**config.mk**
```make
export PLATFORM = sky130hd
export DESIGN_NAME = fetch_sequencer
export DESIGN_NICKNAME = d
export VERILOG_FILES = /design/src/rtl/tb4004_pkg.sv /design/src/rtl/call_stack.sv /design/src/rtl/fetch_sequencer.sv
export SDC_FILE = /design/constraint.sdc
export NUM_CORES = 1
export LEC_CHECK = 0
export CAP_MARGIN = 40
export CORE_UTILIZATION = 45
export CTS_CLUSTER_DIAMETER = 150
export DETAILED_ROUTE_END_ITERATION = 10
export HOLD_SLACK_MARGIN = 0.03
export PLACE_DENSITY = 0.73
export REMOVE_ABC_BUFFERS = 1
export SLEW_MARGIN = 10
export SYNTH_ARGS = -nofsm -noshare
export SYNTH_HDL_FRONTEND = slang
export SYNTH_HIERARCHICAL = 1
export SYNTH_SLANG_ARGS = --single-unit
```
**constraint.sdc**
```tcl
create_clock -name clk -period 2.4 [get_ports clk]
set_input_delay 0.48 -clock clk [delete_from_list [all_inputs] [get_ports clk]]
set_output_delay 0.48 -clock clk [all_outputs]
set_load 0.02 [all_outputs]
```
**src/rtl/tb4004_pkg.sv**
```systemverilog
// Shared definitions for the TB4004 fetch front end: PC operation codes and
// the names of the eight sub-cycles of a standard machine cycle.
package tb4004_pkg;

    localparam logic [1:0] PC_INC  = 2'b00;
    localparam logic [1:0] PC_JUMP = 2'b01;
    localparam logic [1:0] PC_CALL = 2'b10;
    localparam logic [1:0] PC_RET  = 2'b11;

    // Sub-cycle names for the 8-clock machine cycle (NCYC = 8).
    typedef enum logic [2:0] {
        A1 = 3'd0,
        A2 = 3'd1,
        A3 = 3'd2,
        M1 = 3'd3,
        M2 = 3'd4,
        X1 = 3'd5,
        X2 = 3'd6,
        X3 = 3'd7
    } cycleName_e;

endpackage

```
**src/rtl/call_stack.sv**
```systemverilog
// Circular return-address stack with a write pointer (4004 semantics):
// overflow overwrites the oldest entry, underflow returns a stale entry.
module call_stack
    import tb4004_pkg::*;
#(
    parameter  int ADDR_W = 12,
    parameter  int DEPTH  = 3,
    localparam int SP_W   = $clog2(DEPTH) + 1
) (
    input  logic              clk,
    input  logic              rstN,
    input  logic              push,
    input  logic              pop,
    input  logic [ADDR_W-1:0] din,
    output logic [ADDR_W-1:0] dout,
    output logic [SP_W-1:0]   sp,
    output logic              ovf,
    output logic              unf
);

    localparam int               PTR_W = (DEPTH > 1) ? $clog2(DEPTH) : 1;
    localparam logic [PTR_W-1:0] LAST  = PTR_W'(DEPTH - 1);
    localparam logic [SP_W-1:0]  FULL  = SP_W'(DEPTH);

    logic [ADDR_W-1:0] entries [DEPTH];
    logic [PTR_W-1:0]  wrPtr;
    logic [PTR_W-1:0]  nextPtr;
    logic [PTR_W-1:0]  prevPtr;

    assign nextPtr = (wrPtr == LAST) ? '0 : wrPtr + PTR_W'(1);
    assign prevPtr = (wrPtr == '0) ? LAST : wrPtr - PTR_W'(1);

    // The top of stack is always the slot just below the write pointer.
    assign dout = entries[prevPtr];
    assign ovf  = push && (sp == FULL);
    assign unf  = pop && (sp == '0);

    // NOTE: the entry storage carries no reset; only the pointer and the
    // occupancy count need a known value, so the RAM stays a plain RAM.
    always_ff @(posedge clk) begin
        if (push) begin
            entries[wrPtr] <= din;
        end
    end

    // NOTE: sequential state uses non-blocking assignments so every register
    // samples the pre-edge values of its neighbours.
    always_ff @(posedge clk or negedge rstN) begin
        if (!rstN) begin
            wrPtr <= '0;
            sp    <= '0;
        end else if (push) begin
            wrPtr <= nextPtr;
            if (sp != FULL) begin
                sp <= sp + SP_W'(1);
            end
        end else if (pop) begin
            wrPtr <= prevPtr;
            if (sp != '0) begin
                sp <= sp - SP_W'(1);
            end
        end
    end

endmodule

```
**src/rtl/fetch_sequencer.sv**
```systemverilog
// TB4004 instruction-fetch front end: machine-cycle timing, program counter,
// OPR/OPA and second-word latching, and the return stack with sticky flags.
module fetch_sequencer
    import tb4004_pkg::*;
#(
    parameter  int                ADDR_W   = 12,
    parameter  int                DATA_W   = 4,
    parameter  int                NCYC     = 8,
    parameter  int                M1_CYC   = 3,
    parameter  int                M2_CYC   = 4,
    parameter  int                DEPTH    = 3,
    parameter  logic [ADDR_W-1:0] RESET_PC = '0,
    localparam int                CYC_W    = $clog2(NCYC),
    localparam int                SP_W     = $clog2(DEPTH) + 1
) (
    input  logic                clk,
    input  logic                rstN,
    input  logic [DATA_W-1:0]   romData,
    input  logic                twoWord,
    input  logic [1:0]          pcOp,
    input  logic [ADDR_W-1:0]   pcNew,
    input  logic                clrFlags,
    output logic [CYC_W-1:0]    cycle,
    output logic                sync,
    output logic [ADDR_W-1:0]   pcAddr,
    output logic [DATA_W-1:0]   opr,
    output logic [DATA_W-1:0]   opa,
    output logic [2*DATA_W-1:0] arg,
    output logic                secondWord,
    output logic                instrValid,
    output logic [SP_W-1:0]     sp,
    output logic                stackOverflow,
    output logic                stackUnderflow
);

    localparam logic [CYC_W-1:0] CYC_M1   = CYC_W'(M1_CYC);
    localparam logic [CYC_W-1:0] CYC_M2   = CYC_W'(M2_CYC);
    localparam logic [CYC_W-1:0] CYC_DEC  = CYC_W'(M2_CYC + 1);
    localparam logic [CYC_W-1:0] CYC_LAST = CYC_W'(NCYC - 1);

    logic              twoWordLat;
    logic              pcWrap;
    logic              takeSecond;
    logic              doPush;
    logic              doPop;
    logic [ADDR_W-1:0] pcInc;
    logic [ADDR_W-1:0] stackTop;
    logic              stkOvf;
    logic              stkUnf;

    assign pcWrap     = (cycle == CYC_LAST);
    assign takeSecond = !secondWord && twoWordLat;
    assign pcInc      = pcAddr + ADDR_W'(1);
    assign doPush     = pcWrap && !takeSecond && (pcOp == PC_CALL);
    assign doPop      = pcWrap && !takeSecond && (pcOp == PC_RET);

    assign sync = (cycle == '0);

    // The decoder answers twoWord combinationally from the freshly latched
    // OPR/OPA, so validity is only known during the decode sub-cycle itself.
    assign instrValid = (cycle == CYC_DEC) && (secondWord || !twoWord);

    call_stack #(
        .ADDR_W (ADDR_W),
        .DEPTH  (DEPTH)
    ) uStack (
        .clk  (clk),
        .rstN (rstN),
        .push (doPush),
        .pop  (doPop),
        .din  (pcInc),
        .dout (stackTop),
        .sp   (sp),
        .ovf  (stkOvf),
        .unf  (stkUnf)
    );

    always_ff @(posedge clk or negedge rstN) begin
        if (!rstN) begin
            cycle          <= '0;
            pcAddr         <= RESET_PC;
            opr            <= '0;
            opa            <= '0;
            arg            <= '0;
            secondWord     <= 1'b0;
            twoWordLat     <= 1'b0;
            stackOverflow  <= 1'b0;
            stackUnderflow <= 1'b0;
        end else begin
            cycle <= pcWrap ? '0 : cycle + CYC_W'(1);

            if (cycle == CYC_M1) begin
                if (secondWord) begin
                    arg[2*DATA_W-1:DATA_W] <= romData;
                end else begin
                    opr <= romData;
                end
            end

            if (cycle == CYC_M2) begin
                if (secondWord) begin
                    arg[DATA_W-1:0] <= romData;
                end else begin
                    opa <= romData;
                end
            end

            if ((cycle == CYC_DEC) && !secondWord) begin
                twoWordLat <= twoWord;
            end

            // A pending second word takes priority over whatever pcOp says.
            if (pcWrap) begin
                if (takeSecond) begin
                    pcAddr     <= pcInc;
                    secondWord <= 1'b1;
                end else begin
                    secondWord <= 1'b0;
                    case (pcOp)
                        PC_JUMP, PC_CALL: pcAddr <= pcNew;
                        PC_RET:           pcAddr <= stackTop;
                        default:          pcAddr <= pcInc;
                    endcase
                end
            end

            stackOverflow  <= stkOvf | (stackOverflow & ~clrFlags);
            stackUnderflow <= stkUnf | (stackUnderflow & ~clrFlags);
        end
    end

endmodule
```
**Word-level counts from Yosys, hierarchy flattened**

Memory sizes are Yosys's and may differ from the RTL's.
Cells that the tools add are included.
Widths: inputs -> output; s select.

- Output and inout bits: 39
- Memory bits (writable): 36
- Input port bits: 22
- Memories kept: 1
- Bits in registers: 40

- Equality and inequality tests: 11
- Bitwise operators: 6
- $add $sub $neg: 6
- Multiplexer cells: 14
- Reductions and logical operators: 24

Memories:

| name | words | bits a word | rd ports | clocked after memory_dff | wr ports | line | text |
|---|---|---|---|---|---|---|---|
| uStack.entries | 3 | 12 | 1 | 0 | 1 | call_stack.sv:25 | `logic [ADDR_W-1:0] entries [DEPTH];` |

Operators with widths:

| kind | count |
|---|---|
| $pmux 12 s2 | 1 |
| $mux 3 | 5 |
| $add 12x1->12 const B | 1 |
| $mux 12 | 1 |
| $eq 3x3->1 const B | 3 |
| $logic_and 1x1->1 | 8 |
| $mux 2 | 4 |
| $reduce_and 2->1 | 4 |
| $add 3x1->3 const B | 2 |
| $eq 2x2->1 const B | 3 |
| $eq 3x2->1 const B | 2 |
| $logic_not 3->1 | 2 |
| $reduce_bool 2->1 | 2 |
| $logic_not 1->1 | 3 |
| $mux 1 | 3 |
| $ne 3x2->1 const B | 1 |
| $reduce_and 3->1 | 1 |
| $reduce_bool 3->1 | 1 |
| $sub 3x1->3 const B | 1 |
| $add 2x1->2 const B | 1 |
| $and 1x1->1 | 2 |
| $eq 2x1->1 const B | 1 |
| $logic_not 2->1 | 1 |
| $ne 2x2->1 const B | 1 |
| other kinds (5) | 7 |

**Longest topological paths before layout**

- Word-level depth: 7
- Depth in mapped cells: 10

**Modules after synthesis**

The synthesis kept the hierarchy.

Modules (own cells, without submodules):

| module | sequential area each (um2) | times used | cells an instance | area an instance (um2) |
|---|---|---|---|---|
| fetch_sequencer | 875.8 | 1 | 187 | 2003.2 |
| call_stack | 1206.2 | 1 | 123 | 1737.9 |

**Least setup slack after synthesis**

OpenSTA, ideal clock, no wires.

- Path kind: reg-to-reg
- Start point: register cycle[0]
- End point: register uStack.sp[2]
- Path buffers: 2
- Stages on the path, launching flop included: 11
- Arrival time: 2698 ps
- Library setup time: 87 ps
- Clock period less this slack: 2785 ps
- Setup slack: -385 ps
- Required time: 2313 ps
- Cell sequence: dfrtp_1 > ha_1 > ha_1 > clkbuf_1 > and3_1 > buf_2 > inv_1 > fa_1 > nand2b_1 > or3_1 > a22oi_1

- Longest elaborated chain between the ends: 5

RTL lines:

| element | line | text |
|---|---|---|
| start: declaration | fetch_sequencer.sv:23 | `output logic [CYC_W-1:0] cycle,` |
| start signal: assignment | fetch_sequencer.sv:90 | `cycle <= pcWrap ? '0 : cycle + CYC_W'(1);` |
| $eq 3x3->1 * | fetch_sequencer.sv:51 | `assign pcWrap = (cycle == CYC_LAST);` |
| $logic_and 1x1->1 * (2 in series) | fetch_sequencer.sv:54 | `assign doPush = pcWrap && !takeSecond && (pcOp == PC_CALL);` |
| net doPush | fetch_sequencer.sv:44 | `logic doPush;` |
| $ne 2x2->1 (no line) / $reduce_bool 2->1 (equally long branches) | - |  |
| $reduce_and 3->1 (no line) | - |  |
| end signal: assignment | call_stack.sv:55 | `sp <= sp + SP_W'(1);` |
| end signal: assignment | call_stack.sv:60 | `sp <= sp - SP_W'(1);` |
| end: declaration | call_stack.sv:16 | `output logic [SP_W-1:0] sp,` |

The timed path passes the listed nets; every way through them passes the cells marked *.
A chain may end at the register's enable or synchronous reset.

**Worst setup path after layout**

Same ends and word-level chain as after synthesis.

==> summary.md <==
| Metric | Value |
|---|---|
| Run status | `finished, final reports clean` |
| WL/cell | `16.3 um` |
| Largest net degree at the start of global routing | `32` |
| Total GRT Usage | `20.8%` |
| Via count | `2625` |
| CTS root buffer | `clkbuf_8` |
| Nets | `420` |
| Area grow syn2layout | `26.4%` |
| WP data arrival | `2.50 ns` |
| Initial Util | `47.4%` |
| Max Fclk | `0.450 GHz` |
| R2r setup slk | `0.18 ns` |
| Vias in the first global route | `2719` |
| Power Total | `0.00428 W` |
| Finished layout cell area | `4730 um2` |
| RD Place Congestion | `0.752` |
| Register area | `2080 um2` |
| Hpwl dp | `5790 um` |
| Max VDD drop | `0.458 mV` |
| Die W | `93.2 um` |
| Initial detailed-routing violation count | `71` |
| Total gr overflow | `0` |
| Mux cell area share after synthesis | `9.46%` |
| RSZ-0062 raised after global routing | `false` |
| Worst slew pin tran | `0.640 ns` |
| Area of the multi-input gates | `1510 um2` |
| Place WS | `-0.141 ns` |
| Global-route wire length before repair | `13400 um` |
| Post-layout util | `60.0%` |
| Most common cell in the netlist | `dfrtp_1` |
| Layout fillers | `624` |
| Rows | `32` |
| Async S/R FF share, synth | `52.6%` |
| Area share of and/or/nand/nor cells after synthesis | `11.1%` |
| Cts bufs inserted | `9` |
| Dominant synthesized flop cell | `dfrtp_1` |
| Final Hold Viols | `0` |
| Area post-placement | `4530 um2` |
| Worst Path Max Fanout | `5` |
| Area leader, netlist | `edfxtp_1` |
| Library cells used by synthesis | `46` |
| Post-synthesis sequential area ratio | `55.7%` |
| Top cell type's share of synthesized area | `28.9%` |
| Total of max-cap violations | `0` |
| Fin crit period | `2.22 ns` |
| Clock Sinks | `76` |
| Synth top cells by count | `40 x dfrtp_1, 36 x edfxtp_1, 25 x nor2_1` |
| Pleak | `1.92 nW` |
| R2r worst-path depth | `8` |
| Boundary Pins | `61` |
| I/O Buffers | `60` |
| CTS tree | `done` |
| Worst Setup Slack, final | `0.176 ns` |
| CTS clk-pin slew, worst paths | `0.08 ns` |
| Adder-Cell Fraction of Synth Area | `5.22%` |
| Final ANT Viol Nets | `0` |
| Full die area | `8680 um2` |
| Synth Instances | `310` |
| Final setup viols | `0` |
| Final antenna diode count | `0` |
| PwrDens | `905 nW/um2` |
| Avg Cell Area, Syn | `12.1 um2` |
| Worst setup SP type | `flop` |
| Min-Delay Path Class | `input port to asynchronous set/reset pin` |
| DR pass1 iterations | `4` |
| Max_slew headroom | `57.4%` |
| Compound-Gate Fraction of Synth Area | `11.9%` |
| Flops & latches, synth | `76` |
| Layout cell share with drive strength beyond 1 | `16.8%` |
| Final WL | `7970 um` |
| Post-CTS setup buffers | `0` |
| Part of the cycle the worst path needs | `92.7%` |
| Critical R2R Launch | `cycle[0]` |
| Setup crit start | `cycle[0]` |
| Cts hold-fix bufs | `0` |
| Chip height | `93.2 um` |
| Final Max Slew Viols | `0` |
| Crit Path Class | `flop to flop` |
| H-tree depth | `3` |
| Largest cells by area after synthesis | `edfxtp_1 29%, dfrtp_1 27%, mux2_2 5.7%` |
| Cell area after synthesis | `3740 um2` |
| CP required | `2.67 ns` |
| Reg2reg end | `uStack/sp[2]` |
| Clock Skew | `0.0102 ns` |
| Detailed-route vias per instance | `5.36` |
| Clk Latency, worst-skew pair | `0.36 ns` |
| Crit. End Element | `flop` |
| Number of remaining DRC errors | `0` |
| CP endpoint | `uStack/sp[2]` |
| Post-Synth XOR/XNOR Area | `2.54%` |
| Core area | `7890 um2` |
| Antenna violations before repair | `0` |
| Number of synthesized flops with an enable pin | `36` |
| Maximum clock path buffer count | `2` |
| Largest family of logic cells by synthesized area | `compound AO/OA/AOI/OAI gates` |
| Synth Warn # | `6` |
-- layout by cell type, fill, tap and decap left out, types with 5 or more instances in the layout --
master | synthesis | final
xnor2_1 | 5 | 5
a22o_1 | 11 | 11
mux2_2 | 19 | 19
nor2_1 | 25 | 25
o21ai_0 | 13 | 13
inv_1 | 21 | 21
a21oi_1 | 17 | 17
dfrtp_1 | 40 | 40
edfxtp_1 | 36 | 36
mux2i_1 | 14 | 14
clkbuf_8 | 0 | 9
ha_1 | 14 | 14
nor3_1 | 5 | 5
buf_4 | 1 | 18
nand3_1 | 7 | 7
clkdlybuf4s50_1 | 0 | 57
nand2_1 | 12 | 12
-- worst max-delay path: stages (launching register included) --
cell	delay, ns
dfrtp_1	0.42
ha_1	0.21
ha_1	0.20
and3_1	0.19
inv_1	0.07
fa_1	0.37
nand2b_1	0.17
or3_1	0.36
a22oi_1	0.16
-- logic make-up (layout without fill, tap and decap cells) --
logic type      after synthesis  in the layout
mux                          33             33
fa+ha+maj                    15             15
buf+inv                      37            115
simple gates                 73             73
compound gates               66             66
xor+xnor                     10             10
flops                        76             76
-- through the flow --
step / instances / TNS [ns] / hold slack (ns)
2_1_floorplan: 294 / -6.70 / 0.184
3_3_place_gp: 474 / -0.202 / 0.471
3_5_place_dp: 474 / -2.02 / 0.477
4_1_cts: 490 / 0 / 0.0999
5_1_grt: 490 / 0 / 0.108
6_report: 490 / 0 / 0.0896
-- layout make-up --
class | count | area share (%)
repair buffers | 78 | 15.6
clock buffers | 9 | 2.62
inverters | 21 | 1.67
clock inverters | 7 | 1.59
flip-flops and latches | 76 | 44.0
well taps | 102 | 2.70
multi-input cells | 197 | 31.9
-- where the power goes --
part / switching (W) / total (W) / internal (W) / leakage [nW]
registers: 0.000212 / 0.00180 / 0.00159 / 0.800
logic: 0.000798 / 0.00151 / 0.000708 / 1.02
clock network: 0.000489 / 0.000974 / 0.000485 / 0.0923
-- per-layer routing --
metal / global-route usage, % / wire (um) / up-vias
li1: - / - / 1271
met1: 25.0 / 3470 / 1272
met2: 35.2 / 3850 / 73
met3: 6.67 / 546 / 9
met4: 6.92 / 104 / 0
met5: 0 / 0 / -
-- how the worst min path moves through the flow --
stage	startpoint	endpoint	slack, ns	cells after the start
2_1_floorplan	rstN	arg[0]	0.18	0
3_3_place_gp	stackOverflow	stackOverflow	0.47	1
3_5_place_dp	stackOverflow	stackOverflow	0.48	1
4_1_cts	rstN	arg[0]	0.1	1
5_1_grt	rstN	arg[0]	0.11	1
6_report	rstN	arg[0]	0.09	1
-- registers in the layout, indices dropped and copies added (netlist names), 2 cells and up --
name,flops
opr,4
cycle,3
uStack/wrPtr,2
pcAddr,12
uStack/sp,3
opa,4
arg,8
uStack/entries,36
-- what timing repair did --
| action | CTS | global route |
|---|---|---|
| gates resized for setup | 0 | 2 |
| setup endpoints to repair | 0 | 2 |
| endpoints found under the hold margin | 0 | 0 |
No activity file was read; power rests on OpenSTA's default activity.
